`src/rtl/mips_mem_pkg.sv`:
```
// Shared definitions for the MEM-stage data-memory controller:
// opcode constants, access size/sign and controller state encodings.
package mips_mem_pkg;

    localparam logic [5:0] OP_LB  = 6'h20;
    localparam logic [5:0] OP_LH  = 6'h21;
    localparam logic [5:0] OP_LW  = 6'h23;
    localparam logic [5:0] OP_LBU = 6'h24;
    localparam logic [5:0] OP_LHU = 6'h25;
    localparam logic [5:0] OP_SB  = 6'h28;
    localparam logic [5:0] OP_SH  = 6'h29;
    localparam logic [5:0] OP_SW  = 6'h2B;

    typedef enum logic [2:0] {
        SZ_B,
        SZ_BU,
        SZ_H,
        SZ_HU,
        SZ_W
    } acc_size_e;

    typedef enum logic [1:0] {
        ST_IDLE,
        ST_REQ,
        ST_DONE
    } dm_state_e;

    // Unknown opcodes that still reach MEM with a read/write flag are word accesses.
    function automatic acc_size_e decode_size(input logic [5:0] op);
        acc_size_e sz;
        case (op)
            OP_LB, OP_SB: sz = SZ_B;
            OP_LBU:       sz = SZ_BU;
            OP_LH, OP_SH: sz = SZ_H;
            OP_LHU:       sz = SZ_HU;
            default:      sz = SZ_W;
        endcase
        return sz;
    endfunction

    function automatic logic is_aligned(input acc_size_e sz, input logic [1:0] off);
        logic ok;
        case (sz)
            SZ_B, SZ_BU: ok = 1'b1;
            SZ_H, SZ_HU: ok = ~off[0];
            default:     ok = (off == 2'b00);
        endcase
        return ok;
    endfunction

endpackage

```
`src/rtl/mem_stage_dmem_ctrl_lane_fmt.sv`:
```
// Byte-lane formatting for the data-memory bus: store data replication and
// byte enables on the way out, load byte/halfword extraction and extension
// on the way back. Purely combinational.
module dmem_lane_fmt
    import mips_mem_pkg::*;
(
    input  acc_size_e   i_st_size,
    input  logic        i_st_we,
    input  logic [1:0]  i_st_offset,
    input  logic [31:0] i_st_data,
    output logic [31:0] o_st_wdata,
    output logic [3:0]  o_st_be,
    input  acc_size_e   i_ld_size,
    input  logic [1:0]  i_ld_offset,
    input  logic [31:0] i_ld_word,
    output logic [31:0] o_ld_data
);

    logic [7:0]  w_byte;
    logic [15:0] w_half;

    // Store side: loads drive all enables and zero write data.
    always_comb begin
        o_st_wdata = '0;
        o_st_be    = 4'b1111;
        if (i_st_we) begin
            case (i_st_size)
                SZ_B, SZ_BU: begin
                    o_st_wdata = {4{i_st_data[7:0]}};
                    o_st_be    = 4'b0001 << i_st_offset;
                end
                SZ_H, SZ_HU: begin
                    o_st_wdata = {2{i_st_data[15:0]}};
                    o_st_be    = i_st_offset[1] ? 4'b1100 : 4'b0011;
                end
                default: begin
                    o_st_wdata = i_st_data;
                    o_st_be    = 4'b1111;
                end
            endcase
        end
    end

    // Load side: pick the addressed lane(s) and extend to 32 bits.
    always_comb begin
        case (i_ld_offset)
            2'd0:    w_byte = i_ld_word[7:0];
            2'd1:    w_byte = i_ld_word[15:8];
            2'd2:    w_byte = i_ld_word[23:16];
            default: w_byte = i_ld_word[31:24];
        endcase
        w_half = i_ld_offset[1] ? i_ld_word[31:16] : i_ld_word[15:0];
        case (i_ld_size)
            SZ_B:    o_ld_data = {{24{w_byte[7]}}, w_byte};
            SZ_BU:   o_ld_data = {24'b0, w_byte};
            SZ_H:    o_ld_data = {{16{w_half[15]}}, w_half};
            SZ_HU:   o_ld_data = {16'b0, w_half};
            default: o_ld_data = i_ld_word;
        endcase
    end

endmodule

```
`src/rtl/mem_stage_dmem_ctrl.sv`:
```
// MEM-stage data-memory controller. Converts the load/store sitting in the
// EX/MEM register into a req/ack bus transaction, stalls the pipeline until
// it completes, formats load data and reports misalignment and bus timeouts.
module mem_stage_dmem_ctrl
    import mips_mem_pkg::*;
#(
    parameter int unsigned TIMEOUT = 255,
    parameter int unsigned CNT_W   = 8
) (
    input  logic        clk,
    input  logic        rst,
    input  logic [31:0] mem_inst,
    input  logic [31:0] mem_ALUOUT,
    input  logic [31:0] mem_RFRD2,
    input  logic        mem_MemRead,
    input  logic        mem_MemWrite,
    output logic        stall,
    output logic [31:0] rd_data,
    output logic        rd_valid,
    output logic        misalign,
    output logic        bus_err,
    output logic        dm_req,
    output logic        dm_we,
    output logic [31:0] dm_addr,
    output logic [31:0] dm_wdata,
    output logic [3:0]  dm_be,
    input  logic        dm_ack,
    input  logic [31:0] dm_rdata
);

    dm_state_e        r_state;
    logic [CNT_W-1:0] r_cnt;
    acc_size_e        r_ld_size;
    logic [1:0]       r_offset;
    logic             r_is_load;
    logic             r_req;
    logic             r_we;
    logic [31:0]      r_addr;
    logic [31:0]      r_wdata;
    logic [3:0]       r_be;
    logic [31:0]      r_rd_data;
    logic             r_rd_valid;
    logic             r_misalign;
    logic             r_bus_err;

    logic             w_access;
    acc_size_e        w_size;
    logic             w_aligned;
    logic             w_start;
    logic [31:0]      w_st_wdata;
    logic [3:0]       w_st_be;
    logic [31:0]      w_ld_data;
    logic             w_unused_inst;

    assign w_access      = mem_MemRead | mem_MemWrite;
    assign w_size        = decode_size(mem_inst[31:26]);
    assign w_aligned     = is_aligned(w_size, mem_ALUOUT[1:0]);
    assign w_start       = (r_state == ST_IDLE) & w_access & w_aligned;
    assign w_unused_inst = ^mem_inst[25:0];

    // Stall covers the issuing IDLE cycle and every REQ cycle; DONE lets the pipe move.
    assign stall = w_start | (r_state == ST_REQ);

    dmem_lane_fmt u_fmt (
        .i_st_size   (w_size),
        .i_st_we     (mem_MemWrite),
        .i_st_offset (mem_ALUOUT[1:0]),
        .i_st_data   (mem_RFRD2),
        .o_st_wdata  (w_st_wdata),
        .o_st_be     (w_st_be),
        .i_ld_size   (r_ld_size),
        .i_ld_offset (r_offset),
        .i_ld_word   (dm_rdata),
        .o_ld_data   (w_ld_data)
    );

    // Controller FSM with registered bus signals and status pulses.
    always_ff @(posedge clk) begin
        if (rst) begin
            r_state    <= ST_IDLE;
            r_cnt      <= '0;
            r_ld_size  <= SZ_W;
            r_offset   <= '0;
            r_is_load  <= 1'b0;
            r_req      <= 1'b0;
            r_we       <= 1'b0;
            r_addr     <= '0;
            r_wdata    <= '0;
            r_be       <= '0;
            r_rd_data  <= '0;
            r_rd_valid <= 1'b0;
            r_misalign <= 1'b0;
            r_bus_err  <= 1'b0;
        end else begin
            r_rd_valid <= 1'b0;
            r_misalign <= 1'b0;
            r_bus_err  <= 1'b0;
            case (r_state)
                ST_IDLE: begin
                    if (w_access) begin
                        if (w_aligned) begin
                            r_addr    <= {mem_ALUOUT[31:2], 2'b00};
                            r_we      <= mem_MemWrite;
                            r_be      <= w_st_be;
                            r_wdata   <= w_st_wdata;
                            r_offset  <= mem_ALUOUT[1:0];
                            r_ld_size <= w_size;
                            r_is_load <= ~mem_MemWrite;
                            r_req     <= 1'b1;
                            r_cnt     <= '0;
                            r_state   <= ST_REQ;
                        end else begin
                            r_misalign <= 1'b1;
                        end
                    end
                end
                ST_REQ: begin
                    if (dm_ack) begin
                        r_req <= 1'b0;
                        if (r_is_load) begin
                            r_rd_data  <= w_ld_data;
                            r_rd_valid <= 1'b1;
                        end
                        r_state <= ST_DONE;
                    end else if (r_cnt == CNT_W'(TIMEOUT)) begin
                        r_req     <= 1'b0;
                        r_bus_err <= 1'b1;
                        r_state   <= ST_DONE;
                    end else begin
                        r_cnt <= r_cnt + 1'b1;
                    end
                end
                ST_DONE: begin
                    r_state <= ST_IDLE;
                end
                default: begin
                    r_state <= ST_IDLE;
                end
            endcase
        end
    end

    assign rd_data  = r_rd_data;
    assign rd_valid = r_rd_valid;
    assign misalign = r_misalign;
    assign bus_err  = r_bus_err;
    assign dm_req   = r_req;
    assign dm_we    = r_we;
    assign dm_addr  = r_addr;
    assign dm_wdata = r_wdata;
    assign dm_be    = r_be;

endmodule

```
`config.mk`:
```
export PLATFORM = sky130hd
export DESIGN_NAME = mem_stage_dmem_ctrl
export DESIGN_NICKNAME = d
export VERILOG_FILES = /design/src/rtl/mips_mem_pkg.sv /design/src/rtl/mem_stage_dmem_ctrl_lane_fmt.sv /design/src/rtl/mem_stage_dmem_ctrl.sv
export SDC_FILE = /design/constraint.sdc
export NUM_CORES = 1
export LEC_CHECK = 0
export CAP_MARGIN = 20
export CORE_ASPECT_RATIO = 1.75
export CORE_UTILIZATION = 45
export DETAILED_ROUTE_END_ITERATION = 6
export PLACE_DENSITY = 0.87
export SETUP_SLACK_MARGIN = 0.02
export SLEW_MARGIN = 10
export SYNTH_ARGS = -nofsm -noshare
export SYNTH_HDL_FRONTEND = slang
export SYNTH_SLANG_ARGS = --single-unit
```
`constraint.sdc`:
```
create_clock -name clk -period 7.4 [get_ports clk]
set_input_delay 2.22 -clock clk [delete_from_list [all_inputs] [get_ports clk]]
set_output_delay 2.22 -clock clk [all_outputs]
set_load 0.1 [all_outputs]
```
Yosys cells after proc, flatten, opt, wreduce, memory -nomap -nowiden. Index checks and enable logic that the tools add are counted. W data, S select, Z words.

Order comparisons: 0. Eq/ne operators: 21. Mux-type cells: 28. Bitwise logic cells: 10. Shift-type cells: 1. Add/sub/neg operators: 1. Multipliers: 0. Reduce and logical (&&, ||, !) cells: 18. Div/mod/pow operators: 0.

Operators by type and width (count): $pmux W32 S4 (1); $pmux W32 S2 (1); $eq A6 B6 Y1 const B (6); $mux W32 (1); $mux W8 (4); $pmux W8 S3 (1); $mux W16 (1); $pmux W8 S2 (1); $eq A3 B2 Y1 const B (4); $pmux W3 S4 (1); $reduce_and A3 Y1 (3); $reduce_or A3 Y1 (3); $add A8 B1 Y8 const B (1); $eq A8 B8 Y1 const B (1); $mux W2 (4); $mux W4 (2); $ne A2 B2 Y1 const B (4); $pmux W4 S2 (1); $reduce_or A2 Y1 (4); $mux W1 (7); $eq A3 B1 Y1 const B (2); $logic_not A2 Y1 (3); $logic_not A3 Y1 (2); $not A1 Y1 (6); other kinds (11) (15).

Memory bits (read-only): 0. Memories: 0. Bits in writable memories: 0. Output and inout bits: 106. Bits in latches: 0. Register bits: 119. Bits of input ports: 133.

Depth between registers and ports, before layout. Gate-level depths: netlist of run 1.

Depth after elaboration: 9. Gate-level depth with buffers: 8. Gate-level depth less buffers: 5.

Modules after synthesis. Synthesis of run 1 repeated with hierarchy kept, for this count alone.

Cells, all modules: 756. Area, all modules: 5883.1 µm².

Modules (own cells, without submodules): mem_stage_dmem_ctrl (times used 1, cells each 537, seq. area each 2382.3 µm², area an instance 4296.6 µm²); dmem_lane_fmt (times used 1, cells each 219, seq. area each 0.0 µm², area an instance 1586.5 µm²).

Worst setup path after synthesis of run 1. OpenSTA, ideal clock, no wires.

Path kind: input to output. From: input mem_inst[27]. To: output stall. Buffers on the path: 3. Stages: 7. Data arrival time: 3.942 ns. Setup slack: 1.238 ns. Required time: 5.180 ns. Cell sequence: nor3b_4 > a21oi_2 > or3_1 > buf_2 > buf_6 > buf_6 > nand2_1.

Longest elaborated chain between the ends: 8.

RTL lines: start: declaration (RTL line mem_stage_dmem_ctrl.sv:12) `input logic [31:0] mem_inst,`; $eq A6 B6 Y1 (RTL line mips_mem_pkg.sv:31) `case (op)`; $reduce_or A2 Y1 (RTL line mips_mem_pkg.sv:31); $pmux W3 S4 (*) (RTL line mips_mem_pkg.sv:31); $eq A3 B2 Y1, or another cell as far along (RTL line mips_mem_pkg.sv:43) `case (sz)`; $reduce_or A2 Y1 (RTL line mips_mem_pkg.sv:43); $pmux W1 S2 (*) (RTL line mips_mem_pkg.sv:43); $and A1 B1 Y1 (*) (RTL line mem_stage_dmem_ctrl.sv:58) `assign w_start = (r_state == ST_IDLE) & w_access & w_aligned;`; $or A1 B1 Y1 (*) (RTL line mem_stage_dmem_ctrl.sv:62) `assign stall = w_start | (r_state == ST_REQ);`; end: declaration (RTL line mem_stage_dmem_ctrl.sv:17) `output logic stall,`.

Every way passes the cells marked *; elsewhere a longest branch is shown, timed or not.

Worst setup path after layout of run 1.
From: input mem_MemWrite. To: output stall.

Longest elaborated chain between the ends: 4.

RTL lines: start: declaration (RTL line mem_stage_dmem_ctrl.sv:16) `input logic mem_MemWrite,`; $or A1 B1 Y1 (RTL line mem_stage_dmem_ctrl.sv:55) `assign w_access = mem_MemRead | mem_MemWrite;`; $and A1 B1 Y1 (2 in series) (RTL line mem_stage_dmem_ctrl.sv:58); $or A1 B1 Y1 (RTL line mem_stage_dmem_ctrl.sv:62).

Every way passes these cells.

==> run_results.csv, run 1 <==
group,metric,value,unit
sta,rsz0062_at_grt,"false",
synth,async_reset_ff_share,0,%
global_routing,grt_util_all_layers,26.96,%
drt,via_per_inst,5.735,
floorplan,die_y,146.2,microns
drt,drc_errors,12,
synth,yosysMostFrequentCell,"nand2_1",
sta,max_slew_margin,29.43,%
drt,detail-route-antenna-nets,0,
floorplan,dieArea,12340,sq um
floorplan,die_w,84.41,microns
run_status,outcome,"finished with violations",
cts,postCtsHoldBufs,0,
flow_run,cap_violations,0,
placed_design,gp_congestion,0.8449,
cts,post_cts_buffers,0,
drt,first_iter_violations,317,
critical_path,cp_slowest_stage_delay,530,ps
pwr,p_per_area,236.1,nW/um^2
floorplan,core_area,11580,sq um
cts,clkSinkCount,119,
placed_design,portBuffers,210,
global_routing,grt_max_degree,115,
sta,slew_viol_final,0,
placed_design,place_ws,1150,ps
synth,synth_seq_cells,119,
critical_path,cp.required,5180,ps
drt,vias,5529,
critical_path,critPathKind,"primary input to primary output",
sta,timing.final.ws_setup,1120,ps
synth,synth_top_area_cell,"dfxtp_1",
synth,ys_seq_area_share,44.55,%
synth,synth_area_leaders,"dfxtp_1 45%, nand2_1 8.7%, a21oi_1 6.4%, mux2_2 4.6%, a211oi_1 4.4%",
cts,cts_htree_levels,4,
layout,synthToLayoutAreaGrowth,50.44,%
cts,clk_path_buf_depth,2,
sta,finalHoldViolCount,0,
cts,cts.clk_slew.worst_paths,60,ps
critical_path,cp.arrival,4060,ps
sta,fin_crit,6280,ps
placed_design,hpwl,11630,microns
floorplan,fp-row-count,52,
synth,ys_warn_count,0,
sta,skew,8.176,ps
sta,fin_tns_setup,0,ps
synth,netlist_top_cells_count,"124 x nand2_1, 119 x dfxtp_1, 68 x a21oi_1",
synth,syn_area,5348,sq um
cts,cts_tree,"yes",
global_routing,grt_pass1_wl,26420,microns
synth,synth.top_cell.area_share,44.55,%
synth,synthFlopType,"dfxtp_1",
sta,fmax,0.1592,GHz
drt,routed_wl,16610,microns
pwr,vdd_drop_max,0.0001822,V
synth,synth-edff-count,0,
drt,firstDrtPassIters,7,
synth,avgSynthCellArea,8.435,sq um
floorplan,start_util,46.18,%
global_routing,gr-total-overflow,0,
pwr,p_leak,0.002762,uW
cts,cts-root-buf,"clkbuf_16",
synth,syn_inst,634,
critical_path,critPathLaunchType,"primary input",
cts,clkLatencyLatePin,400,ps
global_routing,grt_pass1_vias,5517,
sta,fin_crit_sh,84.87,%
sta,finalSetupViolCount,0,
global_routing,antenna_found_initial,0,
critical_path,slowest_stage,"or3_2",
layout,layout-drive-gt1-share,9.409,%
worst_hold_path,hp-class,"flip-flop to flip-flop",
cts,cts-buffers-inserted,17,
critical_path,crit_fanout,21,
critical_path,endpoint_kind,"primary output",
run_status,violations,"DRC",
layout,nets,950,
drt,wire_per_inst,17.23,microns
critical_path,path_cells,"clkdlybuf4s50_1, buf_4, o21ai_0, or3_2, nand2_1, buf_12",
sta,tightest_slew,1059,ps
floorplan,io_pins,239,
cts,post_cts_resized,0,
synth,ys_types,52,
layout,diodes,0,
==> cells in the final DEF (no fill, tap or decap), types with 2 or more instances in the layout <==
cell type and instances:
clkinv_4 2, nand2_1 124, a211oi_1 31, clkinvlp_4 3, or4_1 5, nor3_2 4, clkbuf_1 2, a21oi_1 68
nor3_1 12, nor2_1 50, conb_1 2, bufinv_16 4, and2_1 2, nand3b_1 17, mux2_2 22, dfxtp_1 119
o31ai_1 13, nand2b_1 5, mux2i_1 16, o2111ai_1 8, a2bb2oi_1 6, nor2b_1 3, buf_4 8, nor2_2 4
clkinv_2 4, a22oi_1 8, nor3b_1 6, inv_1 3, clkdlybuf4s50_1 208, nand3_1 14, clkbuf_16 17, o21ai_0 13
==> power breakdown <==
part | switching, uW | leakage (uW) | internal, uW
Clock | 289 | 0.000293 | 561
Combinational | 250 | 0.00150 | 124
Sequential | 12.3 | 0.000965 | 663
==> per-layer routing <==
metal | wire length (microns) | share of wire, % | vias up | track usage, %
met5 | 0 | 0 | - | 0
met4 | 753 | 4.5 | 0 | 16.10
met1 | 5898 | 36 | 2595 | 27.63
met3 | 1185 | 7.1 | 57 | 6.162
met2 | 8775 | 53 | 277 | 49.18
li1 | - | - | 2600 | -
==> worst max-delay path, delay by kind of cell <==
kind                   cells  cell delay [ps]
buffers and inverters      3              920
AND/OR/NAND/NOR            2              700
AO/OA/AOI/OAI              1              220
==> stage by stage <==
step	power, uW	util [%]	area, sq um	hold slack, ps	cells
floorplan	935.9	-	5351	442.0	635
global placement	1051	63.94	7405	439.9	931
detailed placement	1058	63.94	7405	448.8	931
CTS	1907	69.23	8018	456.6	963
global route	1958	69.47	8045	470.1	964
finish	1900	69.47	8045	455.4	964
==> state kept, by name, summed over array words and instances (netlist names) <==
name,cells
misalign,1
dm_wdata,32
r_offset,2
dm_we,1
r_ld_size,3
dm_be,4
r_cnt,8
r_is_load,1
bus_err,1
dm_addr,30
r_state,2
rd_valid,1
rd_data,32
dm_req,1
==> layout make-up <==
class,count,area [sq um]
fillers,889,3536
multi-input cells,457,2680
flip-flops and latches,119,2382
repair buffers,218,2190
clock buffers,19,432.9
clock inverters,13,180.2
well taps,135,168.9
inverters,3,11.26
==> kinds of logic (layout without fill, tap and decap cells) <==
group	count (synthesis)	in the layout	synth area share, %
flops	119	119	44.55
fa+ha+maj	1	1	0.2339
other cells	1	2	0.07012
simple gates	258	258	22.67
mux	39	39	8.049
compound gates	157	157	18.86
buf+inv	59	253	5.568
==> path summary, 6_finish.rpt <==
check | cells after the start | to | slack (ps) | startpoint
max | 6 | stall | 1120 | mem_MemWrite
min | 2 | dm_addr[17] | 460 | dm_addr[17]
max reg2reg | 6 | dm_wdata[24] | 5090 | r_state[1]
min reg2reg | 2 | dm_addr[17] | 460 | dm_addr[17]
No activity file was read; power rests on OpenSTA's default activity.
==> inputs of run 2 (changes only) <==
--- a/config.mk
+++ b/config.mk
@@ -7,9 +7,9 @@
 export LEC_CHECK = 0
 export CAP_MARGIN = 20
 export CORE_ASPECT_RATIO = 1.75
-export CORE_UTILIZATION = 45
+export CORE_UTILIZATION = 42
 export DETAILED_ROUTE_END_ITERATION = 6
-export PLACE_DENSITY = 0.87
+export PLACE_DENSITY = 0.83
 export SETUP_SLACK_MARGIN = 0.02
 export SLEW_MARGIN = 10
 export SYNTH_ARGS = -nofsm -noshare
==> constraint.sdc (replaced) <==
create_clock -name clk -period 6.4 [get_ports clk]
set_input_delay 1.92 -clock clk [delete_from_list [all_inputs] [get_ports clk]]
set_output_delay 1.92 -clock clk [all_outputs]
set_load 0.1 [all_outputs]
==> run_results.csv, run 2 (same netlist as run 1, synthesis figures left out) <==
group,metric,value,unit
cts,postCtsHoldBufs,0,
sta,tightest_slew,1053,ps
critical_path,slowest_stage,"or3_2",
floorplan,fp-row-count,54,
layout,fill_cells,1088,
critical_path,critPathLaunchType,"primary input",
pwr,vdd_drop_max,0.0002140,V
global_routing,gr-total-overflow,0,
critical_path,worst-r2r-setup-slack,4090,ps
critical_path,cp_slowest_stage_delay,510,ps
critical_path,worstReg2RegEnd,"r_cnt[6]",
layout,fin_util,65.14,%
cts,cts-buffers-inserted,17,
sta,fin_crit_sh,87.28,%
layout,layout_common_cells,"208 x clkdlybuf4s50_1, 124 x nand2_1, 119 x dfxtp_1, 68 x a21oi_1, 50 x nor2_1",
sta,fmax,0.1790,GHz
critical_path,endpoint_kind,"primary output",
flow_run,cap_violations,0,
critical_path,path_cells,"clkdlybuf4s50_1, buf_4, and2_1, or3_2, nand2_1, buf_12",
layout,diodes,0,
critical_path,reg2regPathDepth,6,
worst_hold_path,hold_end,"dm_wdata[17]",
placed_design,hpwl,11270,microns
drt,wire_per_inst,16.03,microns
global_routing,grt_max_degree,85,
cts,cts_tree,"yes",
worst_hold_path,holdCritStartpoint,"dm_wdata[17]",
critical_path,cp.required,4480,ps
sta,skew,5.512,ps
floorplan,dieArea,13210,sq um
run_status,outcome,"completed",
global_routing,grt_pass1_vias,4941,
drt,detail-route-antenna-nets,0,
cts,cts.clk_slew.worst_paths,50,ps
cts,post_cts_buffers,0,
layout,layout-drive-gt1-share,9.530,%
drt,drc_errors,0,
global_routing,grt_pass1_wl,24740,microns
critical_path,crit_start,"mem_inst[26]",
drt,via_per_inst,5.281,
drt,first_iter_violations,225,
sta,max_slew_margin,29.57,%
placed_design,placed_cells,966,
worst_hold_path,whs_path_depth,2,
drt,routed_wl,15980,microns
floorplan,core_area,12430,sq um
cts,clkSinkCount,119,
sta,fin_crit,5586,ps
pwr,p_per_area,273.9,nW/um^2
drt,vias,5265,
critical_path,critPathKind,"primary input to primary output",
sta,fin_tns_setup,0,ps
floorplan,die_y,151.3,microns
layout,stdcell_count,997,
sta,finalHoldViolCount,0,
critical_path,crit_family,"simple AND/OR/NAND/NOR gates",
drt,firstDrtPassIters,7,
floorplan,start_util,43.02,%
cts,clk_path_buf_depth,2,
layout,layout_commonest_cell,"clkdlybuf4s50_1",
cts,cts-root-buf,"clkbuf_16",
critical_path,cp.arrival,3670,ps
pwr,p_leak,0.002775,uW
layout,nets,952,
global_routing,antenna_found_initial,0,
critical_path,cp_num_buf_inv,3,
worst_hold_path,hp-class,"flip-flop to flip-flop",
sta,rsz0062_at_grt,"false",
global_routing,grt_util_all_layers,24.31,%
cts,post_cts_resized,0,
cts,clkLatencyLatePin,400,ps
placed_design,gp_congestion,0.8303,
critical_path,crit_fanout,13,
critical_path,r2r_start,"r_state[1]",
cts,cts_htree_levels,4,
sta,finalSetupViolCount,0,
floorplan,io_pins,239,
layout,synthToLayoutAreaGrowth,51.43,%
floorplan,die_w,87.30,microns
placed_design,portBuffers,210,
sta,slew_viol_final,0,
## run 2: final cells by class
cell class                      instances  area, sq um  area share [%]
Clock buffer                           22        484.2           5.980
Clock inverter                          8        145.1           1.792
Inverter                                3        11.26          0.1391
Multi-Input combinational cell        457         2680           33.10
Sequential cell                       119         2382           29.42
Tap cell                              168        210.2           2.596
Timing Repair Buffer                  220         2185           26.98
## run 2: how the worst max path moves through the flow
stage | to | slack (ps) | cells past startpoint
after floorplan | stall | 840 | 7
after global placement | stall | 850 | 6
after detailed placement | stall | 820 | 6
after CTS | stall | 820 | 6
after global routing | stall | 770 | 6
final | stall | 810 | 6
## run 2: power by group
part / total [uW] / switching, uW / internal, uW
clock: 1010 / 321 / 687
sequential: 780 / 13.4 / 767
combinational: 430 / 287 / 144
total: 2220 / 621 / 1600
## run 2: per-layer routing
metal / share of wire (%) / wire (microns) / GRT usage, %
met4: 3.2 / 514 / 12.21
met1: 37 / 5935 / 25.90
met3: 6.4 / 1025 / 6.267
met5: 0 / 0 / 0
met2: 53 / 8502 / 43.48
## run 2: worst reg2reg max path, stage by stage, from the launching register on
cell and delay [ps]:
dfxtp_1 310, nor2_2 220, o21ai_0 240, or3_2 550, buf_4 390, nand2b_1 400, a21oi_1 70
## run 2: metrics by stage
stage	instance area (sq um)	setup WS, ps	hold WS, ps	power [uW]
6_report	8098	814.1	449.9	2218
5_1_grt	8098	772.2	465.6	2294
4_1_cts	8090	819.5	449.7	2234
3_5_place_dp	7461	822.6	443.7	1223
3_3_place_gp	7461	847.6	438.1	1219
2_1_floorplan	5351	837.9	442.0	1082
